### src/rtl/choose_from_n_if.sv
// choose_from_n_if
//   Bundles the request/select/data/result signals of the channel chooser.
//   master : the requester side; drives req, sel and the packed channel data.
//   slave  : the chooser itself; returns out, fin, err and ovf.
//   Ports of the bundle:
//     req  - request level, a 0->1 transition starts a transaction
//     sel  - channel index (SW bits)
//     din  - packed channel data, channel i at din[i*N +: N]
//     out  - selected data (N bits)
//     fin  - high = idle/complete
//     err  - completed transaction had an out-of-range select
//     ovf  - sticky, a request was lost to overrun
interface choose_from_n_if #(
  parameter int N  = 32,
  parameter int M  = 4,
  parameter int SW = $clog2(M)
) ();
  logic              req;
  logic [SW-1:0]     sel;
  logic [N*M-1:0]    din;
  logic [N-1:0]      out;
  logic              fin;
  logic              err;
  logic              ovf;

  modport master (
    output req, sel, din,
    input  out, fin, err, ovf
  );

  modport slave (
    input  req, sel, din,
    output out, fin, err, ovf
  );
endinterface

### src/rtl/choose_from_n.sv
// choose_from_n
//   Clocked M-way chooser. A rising edge on req captures a channel index,
//   drops fin for LAT cycles, then registers that channel's data onto out and
//   raises fin. One further request may queue while busy; any more are lost
//   and flagged on the sticky ovf output.
//   Ports:
//     clk   - clock, all state changes on its rising edge
//     rst_n - asynchronous active-low reset
//     bus   - choose_from_n_if.slave (req/sel/din in, out/fin/err/ovf out)
module choose_from_n #(
  parameter int N        = 32,
  parameter int M        = 4,
  parameter int SW       = $clog2(M),
  parameter int LAT      = 1,
  parameter int CLR_BUSY = 1
) (
  input  logic             clk,
  input  logic             rst_n,
  choose_from_n_if.slave   bus
);

  typedef enum logic {IDLE, BUSY} state_t;

  state_t          state, state_n;
  logic            req_q;
  logic            pend, pend_n;
  logic [7:0]      cnt, cnt_n;
  logic [SW-1:0]   sel_q, sel_q_n;
  logic [N-1:0]    out_q, out_n;
  logic            err_q, err_n;
  logic            ovf_q, ovf_n;
  logic            rise;
  logic            sel_ok;

  assign rise = bus.req & ~req_q;

  // When M fills the whole select range every index is legal, so the range
  // check collapses to a constant instead of a comparison that can never fail.
  if (M == (1 << SW)) begin : g_full_range
    assign sel_ok = 1'b1;
  end else begin : g_part_range
    assign sel_ok = (sel_q < SW'(M));
  end

  // State register. req_q resets high so a req held through reset must drop
  // and rise again before it counts as a request.
  always_ff @(posedge clk or negedge rst_n) begin
    if (!rst_n) begin
      state <= IDLE;
      req_q <= 1'b1;
      pend  <= 1'b0;
      cnt   <= 8'd0;
      sel_q <= '0;
      out_q <= '0;
      err_q <= 1'b0;
      ovf_q <= 1'b0;
    end else begin
      state <= state_n;
      req_q <= bus.req;
      pend  <= pend_n;
      cnt   <= cnt_n;
      sel_q <= sel_q_n;
      out_q <= out_n;
      err_q <= err_n;
      ovf_q <= ovf_n;
    end
  end

  // Next-state logic. In IDLE a queued request is served before a fresh rise,
  // and a rise arriving together with a queued request becomes the new queue
  // entry. In BUSY a rise queues, or is dropped with ovf if the queue is full;
  // this also applies on the completion edge so back-to-back work leaves fin
  // high for exactly one cycle.
  always_comb begin
    state_n = state;
    pend_n  = pend;
    cnt_n   = cnt;
    sel_q_n = sel_q;
    out_n   = out_q;
    err_n   = err_q;
    ovf_n   = ovf_q;
    case (state)
      IDLE: begin
        if (rise || pend) begin
          sel_q_n = bus.sel;
          cnt_n   = 8'(LAT - 1);
          err_n   = 1'b0;
          state_n = BUSY;
          pend_n  = pend ? rise : 1'b0;
          if (CLR_BUSY != 0) begin
            out_n = '0;
          end
        end
      end
      BUSY: begin
        if (rise) begin
          if (pend) begin
            ovf_n = 1'b1;
          end else begin
            pend_n = 1'b1;
          end
        end
        if (cnt != 8'd0) begin
          cnt_n = cnt - 8'd1;
        end else begin
          // Data is sampled here, on the completion edge.
          if (sel_ok) begin
            out_n = bus.din[sel_q*N +: N];
            err_n = 1'b0;
          end else begin
            out_n = '0;
            err_n = 1'b1;
          end
          state_n = IDLE;
        end
      end
      default: state_n = IDLE;
    endcase
  end

  assign bus.out = out_q;
  assign bus.fin = (state == IDLE);
  assign bus.err = err_q;
  assign bus.ovf = ovf_q;

endmodule

### src/flat_wrapper.sv
// flat-port wrapper written by rule: the top's interface ports become plain ports
module choose_from_n_flat 
#(
  parameter int N        = 32,
  parameter int M        = 4,
  parameter int SW       = $clog2(M),
  parameter int LAT      = 1,
  parameter int CLR_BUSY = 1
)
  (clk, rst_n, bus_req, bus_sel, bus_din, bus_out, bus_fin, bus_err, bus_ovf);
  choose_from_n_if #(.N(N), .M(M), .SW(SW)) bus_i ();
  input  logic clk;
  input  logic rst_n;
  input wire logic [$bits(bus_i.req)-1:0] bus_req;
  input wire logic [$bits(bus_i.sel)-1:0] bus_sel;
  input wire logic [$bits(bus_i.din)-1:0] bus_din;
  output wire logic [$bits(bus_i.out)-1:0] bus_out;
  output wire logic [$bits(bus_i.fin)-1:0] bus_fin;
  output wire logic [$bits(bus_i.err)-1:0] bus_err;
  output wire logic [$bits(bus_i.ovf)-1:0] bus_ovf;
  assign bus_i.req = bus_req;
  assign bus_i.sel = bus_sel;
  assign bus_i.din = bus_din;
  assign bus_out = bus_i.out;
  assign bus_fin = bus_i.fin;
  assign bus_err = bus_i.err;
  assign bus_ovf = bus_i.ovf;
  choose_from_n #(.N(N), .M(M), .SW(SW), .LAT(LAT), .CLR_BUSY(CLR_BUSY)) u_core (.clk(clk), .rst_n(rst_n), .bus(bus_i));
endmodule
### config.mk
export PLATFORM = sky130hd
export DESIGN_NAME = choose_from_n_flat
export DESIGN_NICKNAME = d
export VERILOG_FILES = /design/src/rtl/choose_from_n_if.sv /design/src/rtl/choose_from_n.sv /design/src/flat_wrapper.sv
export SDC_FILE = /design/constraint.sdc
export NUM_CORES = 1
export LEC_CHECK = 0
export CORE_MARGIN = 2
export CORE_UTILIZATION = 36
export DETAILED_ROUTE_END_ITERATION = 8
export HOLD_SLACK_MARGIN = 0.08
export PLACE_DENSITY = 0.92
export RECOVER_POWER = 100
export SLEW_MARGIN = 5
export SYNTH_ARGS = -nofsm -noshare
export SYNTH_HDL_FRONTEND = slang
export SYNTH_SLANG_ARGS = --single-unit
### constraint.sdc
create_clock -name clk -period 2.05 [get_ports clk]
set_input_delay 0.3075 -clock clk [delete_from_list [all_inputs] [get_ports clk]]
set_output_delay 0.3075 -clock clk [all_outputs]
set_load 0.005 [all_outputs]
==> results.toml <==
[outcome]
outcome = "completed"

[clock_tree]
cts_buffers = 5
cts_setup_buffers = 0
clk_path_buf_depth = 2
clkSinkCount = 46
clk_latency_ps = 290
htree_levels = 2
cts_tree = "done"
clk_pin_slew_worst_paths_ps = 80
clock-root-buffer = "clkbuf_8"

[sta]
worstMarginPinSlew_ps = 1130
clock-skew-final_ps = 5.62
setup_violations = 0
fin_tns_setup_ps = 0
report.final.slew_viol_count = 0
hold_viol = 0
maxSlewHeadroom_pct = 24.8
rsz0062_at_grt = "no"
fin_crit_sh_pct = 92.9
finalCriticalPeriod_ps = 1900
fmax_ghz = 0.525

[detailed_routing]
wire_per_inst_um = 17.7
antenna_left = 0
via_count = 2337
drc = 0
via_per_inst = 5.29
drtIter0Drc = 60
wl_mm = 7.83
first_pass_iters = 6

[yosys]
yosysMostFrequentCell = "dfrtp_1"
synthArstFlopShare_pct = 100
synth_xor_area_share_pct = 0
synth_area_um2 = 2540
synth_common_cells = "dfrtp_1, a22o_1, mux4_2"
postSynthAreaPerCell_um2 = 14.4
muxShareOfSynthArea_pct = 29.1
synthDistinctLibCells = 34
synth_compound_area_share_pct = 14.7
seq_area_frac_synth_pct = 45.3
synthFlopType = "dfrtp_1"
yosys.area_share.simple_pct = 6.30
synth-adder-area-share_pct = 0.984
synth-seq-cells = 46
synth_enable_flop_cells = 0
synth_fp_nets = 312
netlist_instances = 177
synth_top_cell_by_area = "dfrtp_1"
ys_warn_count = 0
synth_top_family_by_area = "multiplexers"
ys_top_cells_by_area = "dfrtp_1, mux4_2, a22o_1"
synth_top_area_share_pct = 44.3

[floorplanning]
ioPinCount = 168
initial_core_util_pct = 37.2
core_area_um2 = 6830
dieArea_um2 = 7750
die_h_um = 88.0
fp-row-count = 30
die_x_um = 88.0

[power_and_ir_drop]
p_leak_uw = 0.00184
power_density_nw_per_um2 = 730
vdd_ir_drop_max_v = 0.000355

[final_layout]
finalNetCount = 480
final_cells = 442
diodes = 0
drive_above_1_share_pct = 16.5
area_growth_syn_to_layout_pct = 75.7

[worst_setup_path]
required_ps = 2230
end_kind = "register"
crit_chain = "inv_1, ha_1, or3b_4, nor3_4, nor2_2, buf_4, a22o_1"
critical_path.max_fanout = 18
arrival_ps = 2080
r2r_slack_ps = 150
slowest_delay_ps = 420
path_class = "reg -> reg"
cpMaxStageDelayCell = "or3b_4"
start_kind = "register"

[run]
drv_cap = 0

[global_routing]
grt_usage_pct = 20.1
antenna_found_initial = 0
overflow = 0
grt_pass1_wl_mm = 12.0
grt_max_degree = 47
grt_pass1_vias = 2477

[min_path]
hold_path_class = "reg -> reg"

[place]
io_buffers = 166
place.gp.congestion = 0.859
dp.cells = 433
dp_hpwl_mm = 6.14
[through the flow]
stage	setup slack [ps]	utilization [%]	hold slack (ps)	area, µm²	power, µW
3_3_place_gp	197	63.7	307	4350	2640
2_1_floorplan	192	-	11.9	2540	1880
4_1_cts	87.2	65.6	468	4480	3380
5_1_grt	29.9	65.4	512	4470	3450
6_report	146	65.4	501	4470	3260
3_5_place_dp	123	63.7	312	4350	2680
[timing repair]
item,in CTS,in global routing
hold endpoints to repair,45,0
resized for setup,0,3
endpoints found under the setup margin,0,34
hold buffers,1,0
[where the power goes]
group,switching [µW],leakage [µW],internal [µW]
clock network,294,0.0000585,398
logic,451,0.00119,902
registers,130,0.000595,1090
[worst max-delay path: cells and delay by family (launching register included)]
kind            cells  cell delay [ps]
simple gates        3              640
flops               1              410
buf+inv             2              300
compound gates      1              250
fa+ha+maj           1              190
[layout make-up]
| class | instances | area, µm² |
|---|---|---|
| inverter | 4 | 15.0 |
| clock buffer | 7 | 86.3 |
| timing repair buffer | 176 | 1760 |
| clock inverter | 1 | 30.0 |
| fill | 529 | 2360 |
| multi-input combinational | 112 | 1310 |
| tap | 96 | 120 |
| sequential | 46 | 1150 |
[flip-flops by register name, summed over array words and instances (netlist names)]
register and count:
u_core.sel_q 2, u_core.bus.ovf 1, u_core.pend 1, u_core.cnt 8, u_core.bus.out 32, u_core.req_q 1
u_core.state 1
[worst paths after layout]
kind                                    start            endpoint  cells past startpoint
max                             u_core.cnt[0]  u_core.bus.out[10]                      7
min                        u_core.bus.out[17]  u_core.bus.out[17]                      1
max reg2reg                     u_core.cnt[0]  u_core.bus.out[10]                      7
min reg2reg                u_core.bus.out[17]  u_core.bus.out[17]                      1
max in group asynchronous               rst_n     u_core.sel_q[0]                      3
min in group asynchronous               rst_n  u_core.bus.out[22]                      3
[metal layers]
| metal | track usage (%) | wire, µm |
|---|---|---|
| met1 | 22.8 | 2830 |
| met2 | 37.7 | 4130 |
| met3 | 5.56 | 793 |
| met4 | 4.41 | 73 |
| met5 | 0 | 0 |
[cell usage in the layout (no fill, tap or decap), types with 2 or more instances in the layout]
master and instances:
a21oi_1 4, a22o_1 32, buf_12 2, buf_4 4
clkbuf_1 2, clkbuf_8 6, clkdlybuf4s50_1 130, dfrtp_1 44
dlygate4sd3_1 36, ha_1 2, inv_1 4, mux2i_1 2
mux4_2 32, nand2_1 8, nand3_1 3, nor2_1 5
o211ai_1 2, o21ai_0 3, o21ai_1 2, o41ai_1 2
[cell families after synthesis]
family,after synthesis
compound gates,47
flops,46
mux,34
simple gates,28
buf+inv,19
fa+ha+maj,2
other cells,1
(Power assumes the default switching activity.)
